**src/rtl/filter_pkg.sv**
```systemverilog
// Shared constants and state type for the filter tap loader / row streamer.
package filter_pkg;
  localparam int DEF_ADDR_WIDTH = 5;
  localparam int DEF_DEPTH_F    = 5;
  localparam int DEF_WIDTH      = 8;
  localparam int DEF_PACK_WIDTH = 64;

  typedef enum logic [1:0] {
    IDLE = 2'd0,
    LOAD = 2'd1,
    SEND = 2'd2
  } state_t;
endpackage

```
**src/rtl/filter_mem.sv**
```systemverilog
// Tap storage: single write port, one packed row read out per lane (tap column).
module filter_mem
  import filter_pkg::*;
#(
  parameter int ADDR_WIDTH = DEF_ADDR_WIDTH,
  parameter int DEPTH_F    = DEF_DEPTH_F,
  parameter int WIDTH      = DEF_WIDTH,
  parameter int PACK_WIDTH = DEF_PACK_WIDTH,
  parameter int RW         = 3
) (
  input  logic                  clk,
  input  logic                  rst_n,
  input  logic                  wr_en,
  input  logic [ADDR_WIDTH-1:0] wr_addr,
  input  logic [WIDTH-1:0]      wr_data,
  input  logic [RW-1:0]         rd_row,
  output logic [PACK_WIDTH-1:0] rd_data
);
  localparam int NTAPS = DEPTH_F * DEPTH_F;
  localparam int IW    = $clog2(NTAPS + DEPTH_F);

  logic [NTAPS-1:0][WIDTH-1:0]   taps;
  logic [DEPTH_F-1:0][WIDTH-1:0] row;
  logic [IW-1:0]                 base;

  // Out-of-range addresses are silently dropped; the handshake is still consumed upstream.
  always_ff @(posedge clk or negedge rst_n)
    if (!rst_n)                                    taps <= '0;
    else if (wr_en && (int'(wr_addr) < NTAPS))     taps[wr_addr] <= wr_data;

  assign base = IW'(rd_row) * IW'(DEPTH_F);

  for (genvar k = 0; k < DEPTH_F; k++) begin : g_lane
    logic [IW-1:0] idx;
    assign idx    = base + IW'(k);
    assign row[k] = (int'(idx) < NTAPS) ? taps[idx] : '0;
  end

  assign rd_data = PACK_WIDTH'(row);
endmodule

```
**src/rtl/filter.sv**
```systemverilog
// Filter loader: address/value tap writes, then streams DEPTH_F packed rows out.
module filter
  import filter_pkg::*;
#(
  parameter int ADDR_WIDTH = DEF_ADDR_WIDTH,
  parameter int DEPTH_F    = DEF_DEPTH_F,
  parameter int WIDTH      = DEF_WIDTH,
  parameter int PACK_WIDTH = DEF_PACK_WIDTH
) (
  input  logic                  clk,
  input  logic                  rst_n,
  input  logic                  load_start_valid,
  output logic                  load_start_ready,
  input  logic                  filter_addr_valid,
  input  logic [ADDR_WIDTH-1:0] filter_addr_data,
  output logic                  filter_addr_ready,
  input  logic                  filter_data_valid,
  input  logic [WIDTH-1:0]      filter_data_data,
  output logic                  filter_data_ready,
  input  logic                  load_done_valid,
  output logic                  load_done_ready,
  output logic                  filter_out_valid,
  output logic [PACK_WIDTH-1:0] filter_out_data,
  input  logic                  filter_out_ready
);
  localparam int RW = (DEPTH_F > 1) ? $clog2(DEPTH_F) : 1;

  state_t                state, state_nxt;
  logic                  held;
  logic [ADDR_WIDTH-1:0] addr_q;
  logic [RW-1:0]         row_cnt, rd_row;
  logic [PACK_WIDTH-1:0] rd_data;
  logic                  addr_xfer, data_xfer, done_xfer, out_xfer, last_row;

  assign addr_xfer = filter_addr_valid & filter_addr_ready;
  assign data_xfer = filter_data_valid & filter_data_ready;
  assign done_xfer = load_done_valid   & load_done_ready;
  assign out_xfer  = filter_out_valid  & filter_out_ready;
  assign last_row  = (row_cnt == RW'(DEPTH_F - 1));

  always_ff @(posedge clk or negedge rst_n)
    if (!rst_n) state <= IDLE;
    else        state <= state_nxt;

  // Readies are gated by rst_n so every handshake is dead while reset is held.
  always_comb begin
    state_nxt         = state;
    load_start_ready  = 1'b0;
    filter_addr_ready = 1'b0;
    filter_data_ready = 1'b0;
    load_done_ready   = 1'b0;
    filter_out_valid  = 1'b0;
    if (rst_n) begin
      case (state)
        IDLE: begin
          load_start_ready = 1'b1;
          if (load_start_valid) state_nxt = LOAD;
        end
        LOAD: begin
          filter_addr_ready = !held;
          filter_data_ready = held;
          load_done_ready   = !held;
          if (load_done_valid && !held) state_nxt = SEND;
        end
        SEND: begin
          filter_out_valid = 1'b1;
          if (filter_out_ready && last_row) state_nxt = IDLE;
        end
        default: state_nxt = IDLE;
      endcase
    end
  end

  // Prefetch the row that will be on the bus after the next transfer.
  assign rd_row = (state == SEND) ? row_cnt + RW'(1) : '0;

  always_ff @(posedge clk or negedge rst_n)
    if (!rst_n) begin
      held            <= 1'b0;
      addr_q          <= '0;
      row_cnt         <= '0;
      filter_out_data <= '0;
    end else begin
      if (addr_xfer) addr_q <= filter_addr_data;
      // An address arriving alongside load_done is dropped with the load.
      if (done_xfer)      held <= 1'b0;
      else if (addr_xfer) held <= 1'b1;
      else if (data_xfer) held <= 1'b0;
      if (done_xfer) begin
        row_cnt         <= '0;
        filter_out_data <= rd_data;
      end else if (out_xfer) begin
        row_cnt <= last_row ? '0 : row_cnt + RW'(1);
        if (!last_row) filter_out_data <= rd_data;
      end
    end

  filter_mem #(
    .ADDR_WIDTH(ADDR_WIDTH),
    .DEPTH_F   (DEPTH_F),
    .WIDTH     (WIDTH),
    .PACK_WIDTH(PACK_WIDTH),
    .RW        (RW)
  ) u_mem (
    .clk    (clk),
    .rst_n  (rst_n),
    .wr_en  (data_xfer),
    .wr_addr(addr_q),
    .wr_data(filter_data_data),
    .rd_row (rd_row),
    .rd_data(rd_data)
  );
endmodule

```
**config.mk**
```make
export PLATFORM = sky130hd
export DESIGN_NAME = filter
export DESIGN_NICKNAME = d
export VERILOG_FILES = /design/src/rtl/filter_pkg.sv /design/src/rtl/filter_mem.sv /design/src/rtl/filter.sv
export SDC_FILE = /design/constraint.sdc
export NUM_CORES = 1
export LEC_CHECK = 0
export ABC_CLOCK_PERIOD_IN_PS = 12200
export BUFFER_PORTS_ARGS = -buffer_cell sky130_fd_sc_hd__buf_2
export CAP_MARGIN = 20
export CELL_PAD_IN_SITES_DETAIL_PLACEMENT = 0
export CELL_PAD_IN_SITES_GLOBAL_PLACEMENT = 1
export CORE_MARGIN = 8
export CORE_UTILIZATION = 53
export DETAILED_ROUTE_END_ITERATION = 8
export GPL_TIMING_DRIVEN = 0
export PLACE_DENSITY_LB_ADDON = 0.08
export REMOVE_ABC_BUFFERS = 1
export SLEW_MARGIN = 20
export SYNTH_ARGS = -nofsm -noshare
export SYNTH_HDL_FRONTEND = slang
export SYNTH_SLANG_ARGS = --single-unit
```
**constraint.sdc**
```tcl
create_clock -name clk -period 12.2 [get_ports clk]
set_clock_uncertainty 0.15 [all_clocks]
set_input_delay 0.61 -clock clk [delete_from_list [all_inputs] [get_ports clk]]
set_output_delay 0.61 -clock clk [all_outputs]
set_load 0.02 [all_outputs]
```
Word level (Yosys, flattened, before mapping):

Index checks and enable logic that the tools add are counted.
Widths: inputs -> output; s select.

* add/subtract/negate cells: 5
* mux-type cells: 40
* eq/ne operators: 7
* reductions and logical operators: 10
* $lt $le $gt $ge: 13
* bitwise gates (word level): 4
* $mul: 1

Operator list (number)
* $bmux 8 s5: 5
* $bwmux 200: 1
* $mux 64: 3
* $mux 8: 11
* $demux 8 s5: 1
* $lt 5x6->1 const B: 6
* $lt 5x5->1 const B: 6
* $mux 3: 4
* $mux 1: 11
* $add 5x2->5 const B: 2
* $ne 2x2->1 const B: 4
* $mux 2: 3
* $pmux 2 s3: 1
* $add 5x1->5 const B: 1
* $add 5x3->5 const B: 1
* $ge 5x1->1 const B: 1
* $mul 3x3->5 const B: 1
* $and 1x1->1: 4
* $logic_and 1x1->1: 4
* $reduce_and 4->1: 1
* $add 3x1->3 const B: 1
* $eq 3x3->1 const B: 1
* $reduce_bool 3->1: 1
* $eq 2x1->1 const B: 1
* 5 further kinds: 5

* logic and storage cells: 110
* input port bits: 20
* register bits after elaboration: 275

Longest topological paths before layout:

* word-level depth: 10
* depth in mapped cells: 21
* gate-level depth less buffers: 12

By module:

Synthesis repeated with hierarchy kept, for this count alone.

* cells, all modules: 1373
* area total of the unflattened synthesis: 19015.7 µm²

By module, submodules not included
* filter_mem: cells an instance 1181, area an instance 15742.6 µm², instances 1
* filter: cells an instance 192, area an instance 3273.1 µm², instances 1

Least setup slack after synthesis:

Ideal clock, no wire load.

* path kind: register -> register
* start point: register row_cnt[0]
* end point: register filter_out_data[35]
* library setup time: 0.136 ns
* data arrival time: 4.474 ns
* slack: 7.440 ns
* cell stages (with the launch flop): 22
* buffers on the path: 9
* required time: 11.914 ns
* cell sequence: dfrtp_1 > buf_4 > inv_1 > clkbuf_1 > clkbuf_1 > ha_1 > buf_2 > nand3b_1 > clkinv_1 > buf_4 > buf_2 > buf_2 > ha_1 > ha_1 > or2_2 > a211oi_2 > nor2_1 > buf_2 > buf_4 > mux2i_1 > a221oi_1 > nor3_1

* longest elaborated chain between the ends: 10

Ends and longest elaborated chain
* from (decl): line filter.sv:31 `logic [RW-1:0] row_cnt, rd_row;`
* from (signal assigned): line filter.sv:93 `row_cnt <= last_row ? '0 : row_cnt + RW'(1);`
* $add 3x1->3: line filter.sv:75 `assign rd_row = (state == SEND) ? row_cnt + RW'(1) : '0;`
* $mux 3: line filter.sv:75
* $mul 3x3->5: line filter_mem.sv:31 `assign base = IW'(rd_row) * IW'(DEPTH_F);`
* $add 5x3->5: line filter_mem.sv:35 `assign idx = base + IW'(k);`
* $bmux 8 s5: line filter_mem.sv:36 `assign row[k] = (int'(idx) < NTAPS) ? taps[idx] : '0;`
* $mux 8 (implied by the code): line filter_mem.sv:36
* $mux 8: line filter_mem.sv:36
* $mux 64: line filter.sv:94 `if (!last_row) filter_out_data <= rd_data;`
* $mux 64: line filter.sv:92 `end else if (out_xfer) begin`
* $mux 64: line filter.sv:89 `if (done_xfer) begin`
* to (signal assigned): line filter.sv:91 `filter_out_data <= rd_data;`
* to (signal assigned): line filter.sv:94
* to (decl): line filter.sv:23 `output logic [PACK_WIDTH-1:0] filter_out_data,`

Parallel ways exist; a longest one is shown, timed or not. The select of a mux whose other input is x is not followed.
A chain may end at the register's enable or synchronous reset.

Worst setup path after layout:

* start point: register row_cnt[0]
* end point: register filter_out_data[17]

* longest elaborated chain between the ends: 10

Ends and longest elaborated chain (line)
* $add 3x1->3: filter.sv:75
* $mux 3: filter.sv:75
* $mul 3x3->5: filter_mem.sv:31
* $add 5x2->5: filter_mem.sv:35
* $bmux 8 s5: filter_mem.sv:36
* $mux 8 (implied by the code): filter_mem.sv:36
* $mux 8: filter_mem.sv:36
* $mux 64: filter.sv:94
* $mux 64: filter.sv:92
* $mux 64: filter.sv:89

Parallel ways exist; a longest one is shown, timed or not. The select of a mux whose other input is x is not followed.

==> summary.md <==
| Metric | Value |
|---|---|
| Slew Limit Headroom | 0.218 |
| Initial DRT Pass Iterations | 7 |
| Hold Path Class | input pin to flop |
| Worst Hold Endpoint | addr_q[0] |
| Gr ovfl total | 0 |
| Final core utilization | 0.586 |
| Port buffer count | 64 |
| WL final | 74.6 mm |
| EDFF count, synth | 0 |
| Wire length per cell | 31.0 um |
| Vias in the first global route | 16704 |
| Synth Flop Type | dfrtp_1 |
| Worst setup SP type | flop |
| Cell Rows | 70 |
| Area share of the largest cell type after synthesis | 0.324 |
| Flop-to-flop setup slack | 4.28 ns |
| Reg-to-Reg End | filter_out_data[17] |
| Starting Density | 0.534 |
| CP Max Fanout | 49 |
| Top cells by area, synth | dfrtp_1, mux2_2, mux2i_1, mux4_2, nand2_1 |
| P&R area growth vs syn | 9.75% |
| Total design power | 4.39 mW |
| Root buf cell | clkbuf_16 |
| Required @ worst endpoint | 12.58 ns |
| RSZ-0062 raised after global routing | false |
| CP endpoint kind | flop |
| Inserted Clock Buffers | 29 |
| Min-delay src | filter_addr_data[0] |
| Slew @ Worst Pin | 1.17 ns |
| Fin crit period | 7.92 ns |
| Filler cells | 3137 |
| Period utilisation layout | 0.649 |
| Vias/cell | 7.15 |
| Final Setup Violations | 0 |
| Hold Path Depth | 2 |
| Core area | 36300 um2 |
| FF+latch count, synth | 251 |
| Gr usage total | 0.334 |
| Dpl hpwl | 53.7 mm |
| CTS resizes | 0 |
| Sw Pwr | 2.01 mW |
| Critical R2R Launch | row_cnt[0] |
| Fraction of layout cells with a size suffix above 1 | 0.255 |
| GP Congestion | 0.965 |
| FF-to-FF path depth | 15 |
| Comb pwr share | 0.519 |
| CTS H-tree lvls | 1 |
| Insertion delay to the later sink of the worst-skew pair | 0.59 ns |
| Switch share | 0.459 |
| Run status | completed |
| Final Hold Viols | 0 |
| Worst VDD drop | 0.203 mV |
| Die ar. | 42900 um2 |
| Max_cap viols | 0 |
| Commonest cells after routing, fill and taps aside | dfrtp_1, mux2i_1, mux2_2 |
| Die height | 207 um |
| Drt drc | 0 |
| Worst-path clk slew | 0.06 ns |
| Die width | 207 um |
| Fin. max-slew vios | 0 |
| Ys async rst share | 1.00 |
| Longest Clk Path Bufs | 3 |
| Sequential Power Share | 0.275 |
| CTS tree | done |
| Leak | 9.10 nW |
| Syn Inst Count | 1950 |
| Inst Count DP | 2345 |
| Pwr Density | 206 nW/um2 |
| Cell taking the most area after synthesis | dfrtp_1 |
| Post-CTS setup buffers | 0 |
| Layout Cells excl Fill | 2403 |
| Number of antenna-violating nets in the routed design | 0 |
| Antenna violations before repair | 0 |
| Global-route wire length before repair | 110 mm |
| Arr. time, crit path | 8.30 ns |
| Commonest non-fill, non-tap cell in the layout | dfrtp_1 |
| Vias | 17189 |
| Largest net degree at the start of global routing | 94 |
| Yosys cell types | 86 |
| Initial DRC Count | 1961 |
| Avg Cell Area, Syn | 9.93 um2 |
| # nets final | 1940 |
| Fmax | 126 MHz |
| Cell Int Power | 2.37 mW |
| Synthesized cell area | 19400 um2 |
| I/O pin cnt | 89 |
| Yosys warns | 0 |
| Number of clock sinks | 251 |
| Clk network pwr share | 0.206 |
| Hold Worst Slack | 0.0979 ns |
| Seq/Total Area, Yosys | 0.324 |
| Crit path kind | flop to flop |
==> synth_stat cells, types with 10 or more instances <==
master       n
clkbuf_1    83
ha_1        10
a32oi_1     10
o22ai_1     33
o21ai_0     52
a31oi_1     27
a211oi_1    68
nand2b_1    17
a221oi_1    22
a22oi_1     11
mux4_2      34
a221o_1     22
nand2_1    163
o2111ai_1   10
and3_1      22
nor2b_1     20
or3_1       23
nand3_1     53
buf_4       41
mux2i_1    244
mux2_2     242
a21oi_1     54
and2_1      17
buf_2       64
nor2_1      82
o211ai_1    21
dfrtp_1    251
inv_1       11
nand4_1     21
nor3_1      41
==> area by class of cell <==
cell class	count	area [um2]	share of cell area
inverters	15	66.3	0.00312
clock buffers	44	832	0.0391
flip-flops and latches	251	6280	0.296
diodes	3	7.51	0.000353
repair buffers	109	1100	0.0519
well taps	468	586	0.0276
clock inverters	9	124	0.00583
multi-input cells	1504	12300	0.576
==> state kept, by name, summed over array words and instances (netlist names) <==
name and count:
state 2, filter_out_data 40, u_mem.taps 200, held 1, row_cnt 3, addr_q 5
==> how the worst max path moves through the flow <==
stage                          endpoint       start  depth (start not counted)
global route        filter_out_data[19]  row_cnt[0]                         15
CTS                 filter_out_data[19]  row_cnt[0]                         15
detailed placement  filter_out_data[19]  row_cnt[0]                         15
floorplan           filter_out_data[13]  row_cnt[0]                         10
finish              filter_out_data[17]  row_cnt[0]                         15
global placement    filter_out_data[11]  row_cnt[0]                         11
==> cell families (layout without fill, tap and decap cells) <==
kind of cell,Yosys count,in the layout,synth area share
AND/OR/NAND/NOR,509,509,0.131
adder cells (fa/ha/maj),10,10,0.00646
AO/OA/AOI/OAI,415,415,0.155
flip-flops,251,251,0.324
other,1,27,0.000194
XOR/XNOR,18,18,0.0143
multiplexers,528,528,0.311
buffers and inverters,218,177,0.0570
==> per-layer routing <==
metal / part of all wire / global-route usage / routed length [um]
met4: 0.064 / 0.189 / 4740
met2: 0.45 / 0.519 / 33500
met3: 0.090 / 0.0648 / 6720
met1: 0.40 / 0.433 / 29600
met5: 0 / 0 / 0
==> through the flow <==
step                worst slack [ns]  cell area, um2  TNS [ns]
global placement               -8.98           19300   -314.66
CTS                             4.53           21200         0
global route                    4.22           21200         0
floorplan                     -0.114           18400    -0.413
detailed placement              4.53           20300         0
finish                          4.28           21300         0
==> what timing repair did <==
| item | in CTS | in global routing |
|---|---|---|
| hold buffers | 1 | 0 |
| endpoints found under the hold margin | 76 | 0 |
| endpoints found under the setup margin | 0 | 0 |
==> power groups by stage <==
stage          Clock, mW  Combinational, mW  Sequential [mW]
4_1_cts            0.913               2.21             1.19
3_3_place_gp           0               2.10             1.22
5_1_grt            0.943               2.37             1.22
3_5_place_dp           0               2.21             1.21
2_1_floorplan          0               1.37             1.18
6_report           0.904               2.28             1.21
==> worst max-delay path: stages, from the launching register on <==
cell and delay, ns:
dfrtp_4 0.64, inv_2 0.59, ha_4 0.42, nand3b_1 0.54, buf_8 0.23, buf_8 0.16, buf_8 0.17, clkinv_4 0.41
buf_16 0.37, ha_2 1.04, inv_1 0.68, nor3_1 0.35, xnor3_1 0.27, nand2_1 0.48, a2111oi_0 1.00, a221o_1 0.22
Power figures use the tool's default switching activity.
